[src/rtl/sha256_pkg.sv]
// sha256_pkg: shared digest sizing, encoder FSM encodings and ASCII constants.
package sha256_pkg;
    localparam int DIGEST_W = 256;
    localparam int NCHAR = DIGEST_W / 4;
    typedef enum logic [1:0] {
        IDLE     = 2'b00,
        SEND     = 2'b01,
        COMPLETE = 2'b10
    } enc_state_t;
    localparam logic [7:0] ASCII_0  = 8'h30;
    localparam logic [7:0] ASCII_LA = 8'h61;
    localparam logic [7:0] ASCII_UA = 8'h41;
endpackage

[src/rtl/hex_ascii_mapping.sv]
// hex_ascii_mapping: combinational nibble to ASCII hex character.
module hex_ascii_mapping
    import sha256_pkg::*;
#(
    parameter bit UPPERCASE = 1'b0
) (
    input  logic [3:0] nibble,
    output logic [7:0] ascii
);
    always_comb
        ascii = (nibble < 4'd10) ? ASCII_0 + {4'h0, nibble}
                                 : (UPPERCASE ? ASCII_UA : ASCII_LA) + {4'h0, nibble} - 8'd10;
endmodule

[src/rtl/digest_output_encoder.sv]
// digest_output_encoder: streams a captured digest as ASCII hex chars over valid/ready.
// Define SEG7_EN to add an active-low 7-segment view of the current nibble on seg_out.
module digest_output_encoder
    import sha256_pkg::*;
#(
    parameter int DIGEST_W  = sha256_pkg::DIGEST_W,
    parameter bit UPPERCASE = 1'b0
) (
    input  logic                clk,
    input  logic                rst_n,
    input  logic                hash_done,
    input  logic [DIGEST_W-1:0] digest,
    input  logic                char_ready,
    output logic                char_valid,
    output logic [7:0]          char_out,
    output logic [5:0]          char_index,
    output logic                busy,
    output logic                done
`ifdef SEG7_EN
    ,
    output logic [6:0]          seg_out
`endif
);
    localparam int NCH = DIGEST_W / 4;

    enc_state_t          state, nxt;
    logic                hd_q, start, hs, last;
    logic [DIGEST_W-1:0] sr;
    logic [5:0]          idx;
    logic [7:0]          ascii;

    assign start = hash_done & ~hd_q;
    assign hs    = char_valid & char_ready;
    assign last  = idx == 6'(NCH - 1);

    hex_ascii_mapping #(.UPPERCASE(UPPERCASE)) u_map (
        .nibble(sr[DIGEST_W-1 -: 4]),
        .ascii (ascii)
    );

    always_comb begin
        nxt = state;
        case (state)
            IDLE:     nxt = start ? SEND : IDLE;
            SEND:     nxt = (hs && last) ? COMPLETE : SEND;
            default:  nxt = IDLE;
        endcase
    end

    always_ff @(posedge clk or negedge rst_n) begin
        if (!rst_n) begin
            state <= IDLE;
            hd_q  <= 1'b0;
            sr    <= '0;
            idx   <= '0;
        end else begin
            state <= nxt;
            hd_q  <= hash_done;
            if (state == IDLE && start) begin
                sr  <= digest;
                idx <= '0;
            end else if (hs) begin
                sr  <= sr << 4;
                idx <= last ? idx : idx + 6'd1;
            end
        end
    end

    assign char_valid = state == SEND;
    assign busy       = state == SEND;
    assign done       = state == COMPLETE;
    assign char_out   = char_valid ? ascii : 8'h00;
    assign char_index = idx;

`ifdef SEG7_EN
    // Segments g..a, index by nibble value (entry 0 is the rightmost)
    localparam logic [15:0][6:0] SEG = {
        7'h0E, 7'h06, 7'h21, 7'h46, 7'h03, 7'h08, 7'h10, 7'h00,
        7'h78, 7'h02, 7'h12, 7'h19, 7'h30, 7'h24, 7'h79, 7'h40
    };
    assign seg_out = char_valid ? SEG[sr[DIGEST_W-1 -: 4]] : 7'h7F;
`endif
endmodule

[config.mk]
export PLATFORM = sky130hd
export DESIGN_NAME = digest_output_encoder
export DESIGN_NICKNAME = d
export VERILOG_FILES = /design/src/rtl/sha256_pkg.sv /design/src/rtl/hex_ascii_mapping.sv /design/src/rtl/digest_output_encoder.sv
export SDC_FILE = /design/constraint.sdc
export NUM_CORES = 1
export LEC_CHECK = 0
export ABC_AREA = 1
export CORE_UTILIZATION = 38
export DETAILED_ROUTE_END_ITERATION = 12
export PLACE_DENSITY = 0.6
export SYNTH_ARGS = -nofsm -noshare
export SYNTH_HDL_FRONTEND = slang
export SYNTH_SLANG_ARGS = --single-unit
export TNS_END_PERCENT = 10
[constraint.sdc]
create_clock -name clk -period 2 [get_ports clk]
set_input_delay 0.4 -clock clk [delete_from_list [all_inputs] [get_ports clk]]
set_output_delay 0.4 -clock clk [all_outputs]
set_load 0.005 [all_outputs]
==> out/qor.csv <==
stage;metric;value;unit
power_and_ir_drop;p_leak;6.97;nW
cells_and_area;fin_nets;1854;
global_route;grt_pass1_wl;59300;µm
detailed_routing;viasPerCell;5.29;
critical_path;r2r_end;sr[214];
sta;fin_ws;-0.0273;ns
place;dp_slack;-0.0401;ns
power_and_ir_drop;p_per_area;838;mW/mm²
floorplan;die-area;0.0339;mm²
detailed_routing;routedWlPerCell;17.8;µm
synthesis;netlist_instances;1360;
global_route;gr-total-overflow;0;
sta;maxSlewViolCount;0;
sta;worst_slew_pin_slew;0.600;ns
clock_network;cts_max_level;1;
global_route;grt_max_degree;88;
cells_and_area;area_growth;35.8;%
power_and_ir_drop;intPower;10.7;mW
power_and_ir_drop;p_sw_share;25.3;%
power_and_ir_drop;power_switching;3.64;mW
place;portBuffers;275;
outcome;violations;negative setup slack;
clock_network;tritoncts;built;
sta;finClkSkew;0.00802;ns
critical_path;critical_path.max_fanout;3;
power_and_ir_drop;ir_worst_vdd;0.000666;V
detailed_routing;vias;10900;
power_and_ir_drop;combPwrFrac;15.9;%
synthesis;ys_warn_count;0;
detailed_routing;first_iter_violations;705;
critical_path;crit_path_start;sr[253];
synthesis;netlist_top_cells_area;dfrtp_1 53%, nand3_1 16%, o211ai_1 12%;
sta;rsz0062_at_grt;yes;
critical_path;crit_path_end_kind;primary output;
floorplan;die_height;184;µm
place;hpwl;24000;µm
detailed_routing;finalWirelength;36600;µm
detailed_routing;detail-route-antenna-nets;0;
cells_and_area;fillCellCount;2948;
clock_network;clkLatencyLatePin;0.55;ns
floorplan;core-area;0.0326;mm²
clock_network;cts-root-buf;clkbuf_16;
sta;max_clock_freq;0.493;GHz
synthesis;synth_ff_type;dfrtp_1;
global_route;first_global_vias;11100;
sta;max_slew_margin;60.0;%
synthesis;synthArstFlopShare;100;%
floorplan;fp-row-count;66;
place;gp_congestion;0.804;
synthesis;syn_avg_cell_area;9.28;µm²
clock_network;cts_num_sinks;265;
critical_path;cp.required;1.60;ns
synthesis;synth_common_cells;394 x nand3_1, 265 x dfrtp_1, 194 x o211ai_1, 146 x nand2_1, 138 x inv_1;
power_and_ir_drop;seqPwrFrac;43.9;%
place;post_dp_cell_area;0.0160;mm²
cells_and_area;stdcell_area;0.0171;mm²
synthesis;synth-edff-count;0;
cells_and_area;multi_input_area;0.00492;mm²
cells_and_area;layout-drive-gt1-share;11.0;%
sta;fin_crit;2.03;ns
power_and_ir_drop;clkPwrFrac;40.1;%
critical_path;r2r_slack;0.27;ns
critical_path;reg2reg_depth;6;
clock_network;clockBufferDepth;3;
floorplan;start_util;38.7;%
critical_path;setup.worst_path.class;flip-flop to primary output;
sta;setup_viol;2;
synthesis;yosysUniqueCellTypes;24;
critical_path;cp-start-kind;flip-flop;
sta;fin_crit_sh;101;%
detailed_routing;drt_first_pass_iters;4;
synthesis;netlist.area_leader.share;52.5;%
floorplan;chipWidth;184;µm
synthesis;yosysTopAreaCell;dfrtp_1;
global_route;track_usage;21.8;%
cells_and_area;regArea;0.00664;mm²
clock_network;cts_buffers;30;
synthesis;ys_seq_elements;265;
synthesis;synth_area;0.0126;mm²
job;maxCapViolCount;0;
sta;hold_violations;0;
detailed_routing;drcViolationCount;0;
global_route;grt_antenna_before_repair;2;
hold_path;hold_class;primary input to async pin;
critical_path;r2r_start;state[0];
clock_network;path_clk_slew;0.06;ns
synthesis;synth-seq-area-share;52.5;%
synthesis;synth.net_count;1622;
critical_path;crit_end;char_out[4];
critical_path;worst_ep_arrival_time;1.63;ns
synthesis;synth.most_common_cell;nand3_1;
floorplan;io_pins;277;
outcome;status;complete, but fails checks;
metal layers:
metal  share of wire [%]  vias up  global-route usage [%]
li1                    -     5243                       -
met3                 4.8       50                    2.88
met5                   0        -                       0
met2                  48      289                    35.8
met1                  45     5286                    30.4
met4                 2.0        0                    5.30
how the worst min path moves through the flow:
stage / startpoint / to / slack (ns)
final: rst_n / sr[2] / 0.31
after global routing: rst_n / sr[4] / 0.33
after CTS: rst_n / sr[2] / 0.30
after detailed placement: rst_n / sr[2] / 0.30
after global placement: rst_n / sr[3] / 0.29
after floorplan: rst_n / char_index[0] / 0.10
worst max-delay path, cell delays in order (launching register included):
cell	delay, ns
dfrtp_1	0.39
inv_2	0.07
ha_4	0.16
nand2_2	0.07
nand2_2	0.08
buf_6	0.12
nand2_2	0.05
inv_2	0.03
buf_2	0.11
layout make-up:
class	count	share of cell area [%]
tap	442	3.23
clock buffer	43	5.37
inverter	140	3.08
sequential	265	38.7
clock inverter	9	0.752
multi-input combinational	829	28.7
timing repair buffer	326	20.1
antenna	2	0.0292
sequential cells by signal, summed over array words and instances, names as in the netlist:
signal	cells
char_index	6
state	2
sr	256
hd_q	1
power groups by stage:
stage | clock network [mW] | registers (mW) | logic, mW
3_3_place_gp | 0 | 6.39 | 2.26
6_report | 5.77 | 6.32 | 2.29
5_1_grt | 6.14 | 6.39 | 2.54
3_5_place_dp | 0 | 6.39 | 2.30
2_1_floorplan | 0 | 6.32 | 1.14
4_1_cts | 5.90 | 6.31 | 2.32
placed cells by master (no fill, tap or decap), drive strengths merged:
cell type,count
o21bai,1
xor2,1
ha,2
diode,2
o21ai,8
dlygate4sd2,4
o22ai,5
buf,55
nand4,2
dlymetal6s2s,2
nor3,1
a21oi,3
clkdlybuf4s15,1
dfrtp,265
clkbuf,44
clkdlybuf4s50,262
dlygate4sd3,1
nand2,148
nor2,20
o211ai,243
inv,141
conb,1
nand3,394
clkinv,3
clkinvlp,2
bufinv,3
per-stage QoR:
step | util [%] | power, mW | TNS [ns] | hold WS [ns] | std cells
finish | 52.6 | 14.4 | -0.0366 | 0.311 | 2056
global route | 52.6 | 15.1 | -0.417 | 0.328 | 2055
CTS | 52.5 | 14.5 | -0.282 | 0.304 | 2052
detailed placement | 49.2 | 8.69 | -1.02 | 0.295 | 1998
global placement | 49.2 | 8.65 | -0.102 | 0.294 | 1998
floorplan | - | 7.46 | 0 | 0.104 | 1360
cell families after synthesis:
kind of cell / synth area share [%]
buffers and inverters: 8.99
xor gates and xnor gates: 0.0694
AOI/OAI and AO/OA: 17.1
other: 0.0297
adders and majority gates: 0.198
and+or+nand+nor: 21.0
DFF: 52.5
timing repair:
action | CTS | global route
endpoints found under the hold margin | 26 | 0
setup buffers | 1 | 2
pin swaps | 3 | 5
hold buffers | 1 | 0
resized for setup | 29 | 16
endpoints found under the setup margin | 11 | 10
Note: power is estimated with default switching activity, not from simulation.
